File: src/rtl/floor_request_scheduler.sv
// -----------------------------------------------------------------------------
// floor_request_scheduler
//
// Collects floor-call button presses into a pending mask and hands the
// elevator core one target floor at a time, in SCAN order: keep going in the
// current sweep direction and reverse only when nothing is pending ahead.
//
// Optional feature (compile-time macro SCHED_PREEMPT_EN):
//   defined   - while the car is travelling (WAIT_DONE), a pending floor that
//               lies strictly between cur_floor and tgt_floor in the sweep
//               direction replaces the target with the nearest such floor.
//               The displaced target stays pending; tgt_valid stays high.
//   undefined - tgt_floor is fixed from DISPATCH until move_done.
//
// Ports:
//   clk          in   single clock, rising edge
//   reset        in   synchronous, active-high reset
//   call_req     in   [NUM_FLOORS]  per-floor call pulses
//   cur_floor    in   [FLOOR_W]     current car floor from the core
//   move_done    in   core arrival flag (meaningful only in WAIT_DONE)
//   over_weight  in   core over-weight flag, blocks dispatch
//   tgt_floor    out  [FLOOR_W]     target floor presented to the core
//   tgt_valid    out  tgt_floor is a live command
//   pending      out  [NUM_FLOORS]  registered pending-call mask
//   sweep_up     out  current sweep direction, 1 = up
//   busy         out  high whenever the scheduler is not IDLE
// -----------------------------------------------------------------------------
module floor_request_scheduler #(
  parameter int NUM_FLOORS = 8,
  parameter int FLOOR_W    = 3,
  parameter int DOOR_HOLD  = 4
) (
  input  logic                  clk,
  input  logic                  reset,
  input  logic [NUM_FLOORS-1:0] call_req,
  input  logic [FLOOR_W-1:0]    cur_floor,
  input  logic                  move_done,
  input  logic                  over_weight,
  output logic [FLOOR_W-1:0]    tgt_floor,
  output logic                  tgt_valid,
  output logic [NUM_FLOORS-1:0] pending,
  output logic                  sweep_up,
  output logic                  busy
);

  localparam int CNT_W = (DOOR_HOLD < 1) ? 1 : $clog2(DOOR_HOLD + 1);
  localparam logic [CNT_W-1:0] HOLD_LOAD = CNT_W'(DOOR_HOLD);

  typedef enum logic [2:0] {
    IDLE,
    SELECT,
    DISPATCH,
    WAIT_DONE,
    DOOR
  } state_t;

  state_t           state;
  logic [CNT_W-1:0] door_cnt;

  // One-hot mask of a floor index; an out-of-range floor yields an empty
  // mask so it can never clear or match a pending bit.
  function automatic logic [NUM_FLOORS-1:0] floor_mask(input logic [FLOOR_W-1:0] f);
    floor_mask = '0;
    for (int i = 0; i < NUM_FLOORS; i++) begin
      if (int'(f) == i) floor_mask[i] = 1'b1;
    end
  endfunction

  // ---------------------------------------------------------------------------
  // Combinational helpers: floor masks and SCAN candidate search
  // ---------------------------------------------------------------------------
  int                    cur_i;
  logic                  cur_valid;
  logic [NUM_FLOORS-1:0] cur_mask;
  logic [NUM_FLOORS-1:0] tgt_mask;
  logic [NUM_FLOORS-1:0] clr_mask;
  logic                  above_found;
  logic [FLOOR_W-1:0]    above_floor;
  logic                  below_found;
  logic [FLOOR_W-1:0]    below_floor;

  assign cur_mask = floor_mask(cur_floor);
  assign tgt_mask = floor_mask(tgt_floor);

  // NOTE: every signal written in always_comb gets a default at the top, so
  // no path through the block leaves it unassigned and no latch is inferred.
  always_comb begin
    cur_i       = int'(cur_floor);
    cur_valid   = (cur_i < NUM_FLOORS);

    // Nearest pending floor above: scan top-down, the last hit is the lowest.
    above_found = 1'b0;
    above_floor = '0;
    for (int i = NUM_FLOORS - 1; i >= 0; i--) begin
      if (pending[i] && (i > cur_i)) begin
        above_found = 1'b1;
        above_floor = FLOOR_W'(i);
      end
    end

    // Nearest pending floor below: scan bottom-up, the last hit is the highest.
    below_found = 1'b0;
    below_floor = '0;
    for (int i = 0; i < NUM_FLOORS; i++) begin
      if (pending[i] && (i < cur_i)) begin
        below_found = 1'b1;
        below_floor = FLOOR_W'(i);
      end
    end
  end

  // Bits removed from pending this cycle. The car's own floor is cleared while
  // it stands (IDLE/DOOR); the target is cleared on arrival. The clear is
  // applied after the OR with call_req, so it wins over a same-cycle call.
  always_comb begin
    clr_mask = '0;
    case (state)
      IDLE, DOOR: if (cur_valid) clr_mask = cur_mask;
      WAIT_DONE:  if (move_done) clr_mask = tgt_mask;
      default:    clr_mask = '0;
    endcase
  end

`ifdef SCHED_PREEMPT_EN
  // Nearest pending floor strictly between the car and its target, looking
  // only in the sweep direction.
  int                 tgt_i;
  logic               pre_found;
  logic [FLOOR_W-1:0] pre_floor;

  always_comb begin
    tgt_i     = int'(tgt_floor);
    pre_found = 1'b0;
    pre_floor = '0;
    if (cur_valid) begin
      if (sweep_up) begin
        for (int i = NUM_FLOORS - 1; i >= 0; i--) begin
          if (pending[i] && (i > cur_i) && (i < tgt_i)) begin
            pre_found = 1'b1;
            pre_floor = FLOOR_W'(i);
          end
        end
      end else begin
        for (int i = 0; i < NUM_FLOORS; i++) begin
          if (pending[i] && (i < cur_i) && (i > tgt_i)) begin
            pre_found = 1'b1;
            pre_floor = FLOOR_W'(i);
          end
        end
      end
    end
  end
`endif

  // ---------------------------------------------------------------------------
  // Scheduler FSM with registered outputs
  // ---------------------------------------------------------------------------
  // NOTE: sequential state uses non-blocking (<=) assignments only, so every
  // register samples the pre-edge values regardless of statement order.
  always_ff @(posedge clk) begin
    if (reset) begin
      state     <= IDLE;
      pending   <= '0;
      tgt_floor <= '0;
      tgt_valid <= 1'b0;
      sweep_up  <= 1'b1;
      door_cnt  <= '0;
    end else begin
      pending <= (pending | call_req) & ~clr_mask;

      case (state)
        IDLE: begin
          // With an invalid cur_floor nothing can be decided; wait here.
          if (cur_valid) begin
            if (|((call_req | pending) & cur_mask)) begin
              door_cnt <= HOLD_LOAD;
              state    <= DOOR;
            end else if (|(call_req | pending)) begin
              state <= SELECT;
            end
          end
        end

        SELECT: begin
          if (!cur_valid) begin
            state <= IDLE;
          end else if (sweep_up ? above_found : below_found) begin
            tgt_floor <= sweep_up ? above_floor : below_floor;
            state     <= DISPATCH;
          end else if (sweep_up ? below_found : above_found) begin
            // Nothing ahead: reverse the sweep and take the nearest behind.
            tgt_floor <= sweep_up ? below_floor : above_floor;
            sweep_up  <= ~sweep_up;
            state     <= DISPATCH;
          end else begin
            // Only the car's own floor (or nothing) is pending; IDLE opens
            // the door for it on the next cycle.
            state <= IDLE;
          end
        end

        DISPATCH: begin
          if (!over_weight && cur_valid) begin
            tgt_valid <= 1'b1;
            state     <= WAIT_DONE;
          end
        end

        WAIT_DONE: begin
          if (move_done) begin
            tgt_valid <= 1'b0;
            door_cnt  <= HOLD_LOAD;
            state     <= DOOR;
          end
`ifdef SCHED_PREEMPT_EN
          else if (pre_found) begin
            tgt_floor <= pre_floor;
          end
`endif
        end

        DOOR: begin
          // The door stays open exactly DOOR_HOLD cycles after the last call
          // at this floor.
          if (cur_valid && |(call_req & cur_mask)) begin
            door_cnt <= HOLD_LOAD;
          end else if (door_cnt <= CNT_W'(1)) begin
            door_cnt <= '0;
            state    <= (|pending) ? SELECT : IDLE;
          end else begin
            door_cnt <= door_cnt - CNT_W'(1);
          end
        end

        default: state <= IDLE;
      endcase
    end
  end

  assign busy = (state != IDLE);

endmodule

File: config.mk
export PLATFORM = sky130hd
export DESIGN_NAME = floor_request_scheduler
export DESIGN_NICKNAME = d
export VERILOG_FILES = /design/src/rtl/floor_request_scheduler.sv
export SDC_FILE = /design/constraint.sdc
export NUM_CORES = 1
export LEC_CHECK = 0
export ABC_CLOCK_PERIOD_IN_PS = 2020
export CAP_MARGIN = 20
export CORE_MARGIN = 2
export CORE_UTILIZATION = 57
export DETAILED_ROUTE_END_ITERATION = 8
export DONT_BUFFER_PORTS = 1
export GPL_ROUTABILITY_DRIVEN = 0
export PLACE_DENSITY = 0.8
export SLEW_MARGIN = 40
export SYNTH_ARGS = -nofsm -noshare
export SYNTH_HDL_FRONTEND = slang
export SYNTH_SLANG_ARGS = --single-unit
File: constraint.sdc
create_clock -name clk -period 2.02 [get_ports clk]
set_input_delay 0.606 -clock clk [delete_from_list [all_inputs] [get_ports clk]]
set_output_delay 0.606 -clock clk [all_outputs]
set_load 0.05 [all_outputs]
==> metrics.md <==
| Metric | Value |
|---|---|
| Fin Setup TNS | 0 ps |
| Clk sinks | 19 |
| Top-count cell post-synth | nor2_1 |
| DR vias/cell | slightly below 7 |
| Synth top area share | between 20% and 30% |
| Hold_ws | around 350 ps |
| Min cycle time layout | between 1500 and 2000 ps |
| Final hold vios | 0 |
| Crit-path cells | or3_1 -> buf_4 |
| CTS tree | built |
| EDFF count, synth | 0 |
| Max incr delay on CP | 410 ps |
| Num CTS Buffers | 3 |
| Multi-input gate area | between 0.001 and 0.0015 mm² |
| Ys Warns | 0 |
| Commonest cells post-synth | 33 x nor2_1, 19 x dfxtp_1, 15 x nand2_1, 11 x a21oi_1, 10 x o21ai_0 |
| Worst-path clk slew | roughly 120 ps |
| Initial DRC count | 99 |
| Register area | 390 µm² |
| Wire per inst | 17.7 µm |
| Critical Path Source Type | flip-flop |
| Start point of the critical path | state[1]$_SDFFE_PP0P_ |
| Pre-CTS setup slack | -51.8 ps |
| Worst VDD drop | between 900 and 1000 µV |
| Cell taking the most area after synthesis | dfxtp_1 |
| WP data arrival | 1280 ps |
| MaxCap Viol Count | 0 |
| I/O pin count | 29 |
| Antenna-violating nets left | 0 |
| Crit path kind | flip-flop to primary output |
| Critical Path RT | 1410 ps |
| Worst-Margin Slew | between 700 and 800 ps |
| Initial antenna violation count | 0 |
| Crit Path Max Fanout | 9 |
| Critical path's slowest cell | dfxtp_1 |
| Max Clock Freq | about 0.53 GHz |
| Port Buf Inserts | 0 |
| CTS root buf | clkbuf_4 |
| Number of diodes | 0 |
| H-tree levels | 1 |
| Predominant post-synthesis flop cell | dfxtp_1 |
| Largest net degree at the start of global routing | 25 |
| Relative slew slack | between 50% and 60% |
| Synthesized flop and latch total | 19 |
| Slew Viols, Final | 0 |
| Global Route Usage Sum | 31.3% |
| Core Region | 0.00248 mm² |
| Row cnt | 18 |
| Die area | ~0.0030 mm² |
| Chip Width | approximately 55 µm |
| Syn nets | ~210 |
| Fin area | around 0.0017 mm² |
| Max Clock Skew | between 5 and 6 ps |
| Layout Nets | 229 |
| Global-route wire length before repair | 6870 µm |
| Final setup margin | between 100 and 150 ps |
| Clk_lat worst skew | between 300 and 400 ps |
| Proportion of synthesized flip-flops having asynchronous set or reset | 0% |
| Power Density | roughly 1200 mW/mm² |
| Register area share after synthesis | between 20% and 30% |
| Synth Instances | between 150 and 200 |
| HPWL Detailed | roughly 3300 µm |
| Final period util | a little over 90% |
| Util after Layout | 68.1% |
| Max Root-Sink Buffers | 2 |
| CTS Hold Bufs | 0 |
| Synth top area cells | dfxtp_1 26%, nor2_1 8.3%, mux4_2 6.1% |
| Leakage power | ~0.68 nW |
| Setup violations, final | 0 |
| Post-CTS Setup Inserts | 0 |
| Critical Path Sink Type | primary output |
| Area delta synth->final | 13.6% |
| Outcome | completed |
| Mapped Avg Cell Area | 7.62 µm² |
| Overall routed net length | 4280 µm |
| RSZ-0062 raised after global routing | false |
| Fillers | 220 |
| Via count | approximately 1600 |
| Vias in the first global route | ~1500 |
| # DRC | 0 |
| Initial Util | about three fifths |
| Placed cell area | about 0.0017 mm² |
| 1st-pass router iterations | 5 |
| Hold Path Class | input pin to flip-flop |
| RR Startpoint | pending[6]$_SDFF_PP0_ |
| Hold path start | reset |
| Synth cell types | 50 |
| Cell area after synthesis | approximately 0.0015 mm² |
| GRT overflow | 0 |
| Die height | roughly 55 µm |
| Cts repair resizes | 0 |
| Share of cells above drive strength 1 | 24.5% |
==> final cells by class <==
class | count | area share, %
flip-flops and latches | 19 | 23.1
well taps | 30 | 2.22
multi-input cells | 156 | 60.3
inverters | 9 | 2.00
clock inverters | 1 | 0.297
repair buffers | 24 | 10.7
clock buffers | 3 | 1.33
==> worst max-delay path: cells and delay by family (launching register included) <==
family	cells	cell delay (ps)
DFF	1	410
and+or+nand+nor	1	370
buffers and inverters	1	200
==> per-stage QoR <==
step                std cells  total power (W)
finish                    242          0.00199
global route              242          0.00212
CTS                       242          0.00198
detailed placement        238          0.00177
global placement          238          0.00173
floorplan                 195          0.00151
==> state kept, by name (all words and copies together) (netlist names) <==
register / cells
pending: 8
tgt_valid: 1
sweep_up: 1
tgt_floor: 3
door_cnt: 3
state: 3
==> power by group <==
| group | leakage, nW | internal (W) | switching [W] |
|---|---|---|---|
| Combinational | 0.506 | 0.000439 | 0.000637 |
| Sequential | 0.159 | 0.000477 | 0.000233 |
| Clock | 0.0177 | 0.0000739 | 0.000134 |
==> per-layer routing <==
metal / global-route usage (%) / up-vias / part of all wire (%)
li1: - / 759 / -
met2: 52.8 / 98 / 49
met3: 4.84 / 12 / 12
met5: 0 / - / 0
met1: 41.2 / 767 / 38
met4: 9.35 / 0 / 1.3
==> final timing paths <==
kind,depth (start not counted),to,slack (ps)
min reg2reg,2,door_cnt[1]$_SDFFE_PP0P_,570
min,1,door_cnt[1]$_SDFFE_PP0P_,350
max,2,busy,130
max reg2reg,6,door_cnt[1]$_SDFFE_PP0P_,160
==> layout by cell type (no fill, tap or decap), drive strengths merged, types with 4 or more instances in the layout <==
cell type   n
nand3       4
nor2       35
nand2      15
o22ai       5
buf        24
o21ai      10
nand2b      4
inv         9
nor2b       6
a21oi      11
mux4        4
dfxtp      19
a31oi       6
a211oi      4
==> cell families after synthesis <==
| group | share of synthesized area (%) |
|---|---|
| buffers and inverters | 6.32 |
| muxes | 10.6 |
| adders and majority gates | 0.842 |
| and+or+nand+nor | 26.5 |
| AOI/OAI and AO/OA | 30.1 |
| DFF | 25.6 |
No activity file was read; power rests on OpenSTA's default activity.
